--- src/rtl/conversor_bcd_resultado_pkg.sv ---
// ============================================================================
//  conversor_bcd_resultado_pkg
//  Shared FSM encoding and default widths for the BCD result converter.
//  Rev 1.0
// ============================================================================
`default_nettype none

package conversor_bcd_resultado_pkg;

    localparam int LARGURA_PADRAO = 8;
    localparam int DIGITOS_PADRAO = 3;
    localparam int LARGURA_BCD    = 4 * DIGITOS_PADRAO;

    typedef enum logic [0:0] {
        OCIOSO   = 1'b0,
        CONVERTE = 1'b1
    } estado_t;

endpackage : conversor_bcd_resultado_pkg

`default_nettype wire

--- src/rtl/ajuste_mais3.sv ---
// ============================================================================
//  ajuste_mais3
//  Double-dabble digit correction: adds 3 to a BCD digit that is 5 or more.
//  Rev 1.0
// ============================================================================
`default_nettype none

module ajuste_mais3 (
    input  logic [3:0] digito_in,
    output logic [3:0] digito_out
);

    assign digito_out = (digito_in >= 4'd5) ? (digito_in + 4'd3) : digito_in;

endmodule : ajuste_mais3

`default_nettype wire

--- src/rtl/conversor_bcd_resultado.sv ---
// ============================================================================
//  conversor_bcd_resultado
//  Sequential binary-to-BCD converter for the divider's quotient and remainder.
//  Rev 1.0
// ============================================================================
`default_nettype none

module conversor_bcd_resultado
    import conversor_bcd_resultado_pkg::*;
#(
    parameter int LARGURA = LARGURA_PADRAO,
    parameter int DIGITOS = DIGITOS_PADRAO
) (
    input  logic                   clk,
    input  logic                   rst_n,
    input  logic                   start,
    input  logic [LARGURA-1:0]     quociente,
    input  logic [LARGURA-1:0]     resto,
    input  logic                   div_zero,
    output logic [4*DIGITOS-1:0]   bcd_q,
    output logic [4*DIGITOS-1:0]   bcd_r,
    output logic                   erro,
    output logic                   busy,
    output logic                   valid
);

    localparam int                 LARG_BCD  = 4 * DIGITOS;
    localparam int                 CNT_W     = (LARGURA > 1) ? $clog2(LARGURA) : 1;
    localparam logic [CNT_W-1:0]   c_CNT_ULT = CNT_W'(LARGURA - 1);

    estado_t               r_estado;
    logic [CNT_W-1:0]      r_cnt;
    logic [LARGURA-1:0]    r_bin_q;
    logic [LARGURA-1:0]    r_bin_r;
    logic [LARG_BCD-1:0]   r_acc_q;
    logic [LARG_BCD-1:0]   r_acc_r;
    logic                  r_dz;
    logic [LARG_BCD-1:0]   r_bcd_q;
    logic [LARG_BCD-1:0]   r_bcd_r;
    logic                  r_erro;
    logic                  r_busy;
    logic                  r_valid;

    logic [LARG_BCD-1:0]   w_adj_q;
    logic [LARG_BCD-1:0]   w_adj_r;
    logic [LARG_BCD-1:0]   w_prox_q;
    logic [LARG_BCD-1:0]   w_prox_r;

    // Digits are corrected independently; no carry crosses a digit boundary.
    for (genvar d = 0; d < DIGITOS; d++) begin : g_digito
        ajuste_mais3 u_ajuste_q (
            .digito_in  (r_acc_q[4*d +: 4]),
            .digito_out (w_adj_q[4*d +: 4])
        );
        ajuste_mais3 u_ajuste_r (
            .digito_in  (r_acc_r[4*d +: 4]),
            .digito_out (w_adj_r[4*d +: 4])
        );
    end

    assign w_prox_q = {w_adj_q[LARG_BCD-2:0], r_bin_q[LARGURA-1]};
    assign w_prox_r = {w_adj_r[LARG_BCD-2:0], r_bin_r[LARGURA-1]};

    always_ff @(posedge clk or negedge rst_n) begin
        if (!rst_n) begin
            r_estado <= OCIOSO;
            r_cnt    <= '0;
            r_bin_q  <= '0;
            r_bin_r  <= '0;
            r_acc_q  <= '0;
            r_acc_r  <= '0;
            r_dz     <= 1'b0;
            r_bcd_q  <= '0;
            r_bcd_r  <= '0;
            r_erro   <= 1'b0;
            r_busy   <= 1'b0;
            r_valid  <= 1'b0;
        end else begin
            r_valid <= 1'b0;
            case (r_estado)
                OCIOSO: begin
                    if (start) begin
                        r_bin_q  <= quociente;
                        r_bin_r  <= resto;
                        r_dz     <= div_zero;
                        r_acc_q  <= '0;
                        r_acc_r  <= '0;
                        r_cnt    <= '0;
                        r_busy   <= 1'b1;
                        r_estado <= CONVERTE;
                    end
                end
                CONVERTE: begin
                    r_acc_q <= w_prox_q;
                    r_acc_r <= w_prox_r;
                    r_bin_q <= r_bin_q << 1;
                    r_bin_r <= r_bin_r << 1;
                    r_cnt   <= r_cnt + CNT_W'(1);
                    // Last shift: publish the post-shift accumulators directly.
                    if (r_cnt == c_CNT_ULT) begin
                        r_bcd_q  <= w_prox_q;
                        r_bcd_r  <= w_prox_r;
                        r_erro   <= r_dz;
                        r_valid  <= 1'b1;
                        r_busy   <= 1'b0;
                        r_estado <= OCIOSO;
                    end
                end
                default: r_estado <= OCIOSO;
            endcase
        end
    end

    assign bcd_q = r_bcd_q;
    assign bcd_r = r_bcd_r;
    assign erro  = r_erro;
    assign busy  = r_busy;
    assign valid = r_valid;

endmodule : conversor_bcd_resultado

`default_nettype wire

--- config.mk ---
export PLATFORM = sky130hd
export DESIGN_NAME = conversor_bcd_resultado
export DESIGN_NICKNAME = d
export VERILOG_FILES = /design/src/rtl/conversor_bcd_resultado_pkg.sv /design/src/rtl/ajuste_mais3.sv /design/src/rtl/conversor_bcd_resultado.sv
export SDC_FILE = /design/constraint.sdc
export NUM_CORES = 1
export LEC_CHECK = 0
export CORE_MARGIN = 2
export CORE_UTILIZATION = 50
export CTS_CLUSTER_DIAMETER = 40
export DETAILED_ROUTE_END_ITERATION = 8
export GPL_TIMING_DRIVEN = 0
export HOLD_SLACK_MARGIN = 0.03
export PLACE_DENSITY = 0.87
export SETUP_SLACK_MARGIN = 0.05
export SYNTH_ARGS = -nofsm -noshare
export SYNTH_HDL_FRONTEND = slang
export SYNTH_SLANG_ARGS = --single-unit
--- constraint.sdc ---
create_clock -name clk -period 1.6 [get_ports clk]
set_input_delay 0.24 -clock clk [delete_from_list [all_inputs] [get_ports clk]]
set_output_delay 0.24 -clock clk [all_outputs]
set_load 0.03 [all_outputs]
Yosys cells after proc, flatten, opt, wreduce, memory -nomap -nowiden --
Cells that the tools add are included.
Operators by class: order comparisons 6, eq/ne operators 3, bitwise gates (word level) 1, reductions and logical operators 3, add/subtract/negate cells 7, mux-type cells 23
Operators by type and width (count):
- $pmux 12 s2 | 2
- $pmux 8 s2 | 2
- $ge 4x3->1 const B | 6
- $add 4x2->4 const B | 4
- $mux 4 | 4
- $mux 8 | 2
- $mux 12 | 1
- $mux 3 | 3
- $add 3x2->3 const B | 2
- $mux 1 | 6
- $pmux 3 s2 | 1
- $reduce_and 2->1 | 3
- $pmux 1 s2 | 2
- $add 3x1->3 const B | 1
- $eq 3x3->1 const B | 1
- $ne 2x1->1 const B | 1
- $ne 2x2->1 const B | 1
- $not 1->1 | 1
Word-level totals: flip-flop bits (word level) 72, output and inout bits 27, input bits 20, logic and storage cells 55

Logic depth before layout (Yosys ltp) --
word-level depth 3, gate-level depth with buffers 7, gate-level depth less buffers 6

Cells and area by module --
From an unflattened synthesis, not the netlist that was laid out.
Second synthesis, totals: cell total of the unflattened synthesis 292, area, all modules 3410.8 um2
Modules (own cells, without submodules):
- conversor_bcd_resultado | seq. area each 1801.7 um2, area an instance 2802.7 um2, instances 1, cells an instance 196
- ajuste_mais3 | seq. area each 0.0 um2, area an instance 101.3 um2, instances 6, cells an instance 16

Worst setup path before layout --
Ideal clock, no wire load.
kind register -> register, from register r_cnt[0], to register r_bcd_q[9], in the netlist bcd_q[9], period minus slack after synthesis 1.606 ns, arrival 1.480 ns, slack -0.006 ns, setup time 0.126 ns, data required time 1.474 ns, path buffers 1, cell stages (with the launch flop) 8, path through dfrtp_1 -> ha_1 -> ha_1 -> nand2_2 -> clkinv_1 -> buf_2 -> nand4_1 -> nand3_1
On the way: cells in the longest elaborated chain, start to end 2
Ends and longest elaborated chain:
- start, declared | RTL line conversor_bcd_resultado.sv:32 | logic [CNT_W-1:0] r_cnt;
- start signal, assigned | RTL line conversor_bcd_resultado.sv:98 | r_cnt <= r_cnt + CNT_W'(1);
- $eq 3x3->1 | RTL line conversor_bcd_resultado.sv:100 | if (r_cnt == c_CNT_ULT) begin
- $reduce_and 2->1 (no source line)
- end signal, assigned | RTL line conversor_bcd_resultado.sv:101 | r_bcd_q <= w_prox_q;
- end, declared | RTL line conversor_bcd_resultado.sv:38 | logic [LARG_BCD-1:0] r_bcd_q;
Every way passes these cells. A chain may end at the register's enable or synchronous reset.

Worst setup path after layout --
from register r_cnt[0], to register r_bcd_q[8], in the netlist bcd_q[8]
The elaborated chain is that of the path after synthesis.

==> results.toml <==
[run_status]
outcome = "finished, final reports clean"

[die]
die_w_um = 90.73
die_h_um = 90.73
start_util_pct = 51.85
ioPinCount = 47
rows = 31
dieArea_um2 = 8232
core_area_um2 = 7253

[synth]
synth.most_common_cell = "dfrtp_1"
yosysTopAreaCellShare_pct = 47.90
synth_area_leaders = "dfrtp_1 48%, nand2_1 6.2%, ha_1 4.7%"
synth-main-ff-cell = "dfrtp_1"
synth_edf_count = 0
synth_seq_area_share_pct = 47.90
avgSynthCellArea_um2 = 9.570
yosys.area.top_type = "dfrtp_1"
synth.cells.most_frequent = "72 x dfrtp_1, 62 x nand2_1, 33 x o21ai_0"
synthCells = 393
netlist-cell-type-count = 35
yosys_warnings = 0
ys_ff_latch = 72
netlist_area_um2 = 3761
async_reset_ff_share_pct = 100.0
syn-num-nets = 427

[grt]
grt_max_degree = 73
grt_pass1_vias = 3195
grtUsageTotal_pct = 23.98
gr-total-overflow = 0
grt_antenna_before_repair = 0
grt_pass1_wl_um = 15640

[worst_setup_path]
crit_end = "bcd_q[8]$_DFFE_PN0P_"
path_buf_inv = 0
worst_path_max_delay_cell = "or4_4"
cpPeakStageDelay_ns = 0.54
cp_max_fo = 10
startpoint = "r_cnt[0]$_DFFE_PN0P_"
endpoint_kind = "flip-flop"
r2r-start = "r_cnt[0]$_DFFE_PN0P_"
worst-path-stages = 5
crit_path_frequent_cell = "ha_4"
reg2reg_to = "bcd_q[8]$_DFFE_PN0P_"
cp.arrival_ns = 1.84
path_class = "flip-flop to flip-flop"
crit_chain = "ha_4 > ha_4 > nand2_8 > or4_4 > nand3_1"
crit_required_ns = 1.89
rrSetupSlack_ns = 0.05
cpLargestDelayFamily = "simple AND/OR/NAND/NOR gates"
worstSetupStartpointType = "flip-flop"
reg2regPathDepth = 5

[timing]
slew_violations = 0
timing.fmax_mhz = 643.2
rsz0062_at_grt = "true"
skew_ns = 0.008231
slew-limit-headroom_pct = 40.14
fin_crit_sh_pct = 97.18
hold_viol = 0
period_minus_slack_ns = 1.555
tightest_slew_ns = 0.8979
setup_violations = 0

[finish]
final_area_um2 = 4832
seq_area_um2 = 1805
fillers = 564
antenna_cells = 0
area_growth_pct = 28.48
multiInputGateArea_um2 = 1958
drive_gt1_share_pct = 17.14
fin_nets = 490
stdcell_count = 560

[place]
placedInstanceArea_um2 = 4334
place_inst = 537
io_buffers = 45
place_congestion = 0.9314
hpwl_um = 6327

[routing]
routedWlPerCell_um = 18.05
drc = 0
drt-initial-drc-count = 376
num_vias = 3438
detail-route-antenna-nets = 0
first_pass_iters = 5
routed_wl_um = 10110
viasPerCell = 6.139

[power]
p_leak_nw = 2.162
powerDensity_nw_per_um2 = 2234
ir_drop_mv = 0.9091

[clock_network]
path_clk_slew_ns = 0.08
cts.sinks = 72
cts_tree = "done"
clk_latency_ns = 0.35
cts_buffer_depth = 2
cts_made_buffers = 9
cts-root-buf = "clkbuf_8"
cts-htree-levels = 3

[worst_hold_path]
holdCritPathClass = "input port to asynchronous set/reset pin"

[run]
cap_violations = 0
area by class of cell:
class,count,share of cell area [%]
inverter,16,1.398
timing repair buffer,52,9.658
buffer,32,3.988
clock buffer,14,3.780
multi-input combinational,273,40.52
clock inverter,2,0.7250
sequential,72,37.36
tap,99,2.563
what timing repair did:
item | 4_1_cts | 5_1_grt
setup endpoints to repair | 63 | 44
gates resized for setup | 56 | 39
hold buffers | 0 | 0
pin swaps | 1 | 3
setup buffers | 3 | 4
cloned | 0 | 0
endpoints found under the hold margin | 0 | 0
cell families after synthesis:
| logic type | synth area share [%] |
|---|---|
| flip-flops | 47.90 |
| adder cells (fa/ha/maj) | 4.657 |
| multiplexers | 4.524 |
| AND/OR/NAND/NOR | 17.60 |
| AO/OA/AOI/OAI | 19.69 |
| buffers and inverters | 5.622 |
cell usage in the layout, fill, tap and decap left out, drive strengths merged:
cell type	n
o32a	2
a31oi	5
ha	14
a2111o	10
dlygate4sd2	27
clkinv	1
a211o	2
a22o	2
nand2b	7
nor2b	8
o22ai	6
inv	16
clkdlybuf4s50	17
a21oi	8
a21boi	5
nor4	4
or4	4
buf	24
a311o	4
mux2i	17
clkbuf	30
a211oi	6
o31ai	14
a32oi	3
o21ai	33
nor3b	8
nand3	28
o21ba	1
nor2	6
bufinv	1
o311ai	4
nor3	4
dfrtp	72
nand4	5
nand2	63
power breakdown:
| group | switching (mW) | internal (mW) |
|---|---|---|
| sequential | 0.545 | 2.65 |
| combinational | 3.64 | 2.41 |
| clock | 0.669 | 0.890 |
stage by stage:
stage / setup TNS, ns / hold WS, ns / power (mW) / setup slack (ns) / util [%]
after global routing: 0 / 0.09117 / 11.45 / 0.01292 / 66.62
after detailed placement: -8.692 / 0.4255 / 8.417 / -0.4228 / 59.76
after global placement: -160.21 / 0.4501 / 8.183 / -2.114 / 59.79
final: 0 / 0.02023 / 10.79 / 0.04518 / 66.62
after floorplan: 0 / -0.05559 / 6.718 / 0.05509 / -
after CTS: -0.009927 / 0.05220 / 10.05 / -0.009927 / 63.81
registers in the layout, summed over array words and instances, names as in the netlist:
name,flops
r_bin_r,8
r_estado,1
busy,1
r_bin_q,8
r_cnt,3
erro,1
r_acc_r,12
bcd_q,12
r_dz,1
valid,1
r_acc_q,12
bcd_r,12
worst min-delay path by stage:
stage                          start  slack (ns)                endpoint  depth (start not counted)
floorplan                      rst_n       -0.06    bcd_q[0]$_DFFE_PN0P_                          0
global placement    r_dz$_DFFE_PN0P_        0.45        erro$_DFFE_PN0P_                          2
detailed placement             rst_n        0.43  r_acc_r[3]$_DFFE_PN0P_                          1
CTS                            rst_n        0.05  r_acc_q[2]$_DFFE_PN0P_                          1
global route                   rst_n        0.09    bcd_r[8]$_DFFE_PN0P_                          1
finish                         rst_n        0.02    bcd_q[7]$_DFFE_PN0P_                          1
metal layers:
| metal | track usage, % | vias to the layer above | wire length, um |
|---|---|---|---|
| met5 | 0 | - | 0 |
| met4 | 11.28 | 0 | 376 |
| met3 | 5.593 | 40 | 770 |
| met2 | 38.12 | 190 | 4810 |
| met1 | 31.06 | 1642 | 4149 |
| li1 | - | 1566 | - |
Note: power is estimated with default switching activity, not from simulation.
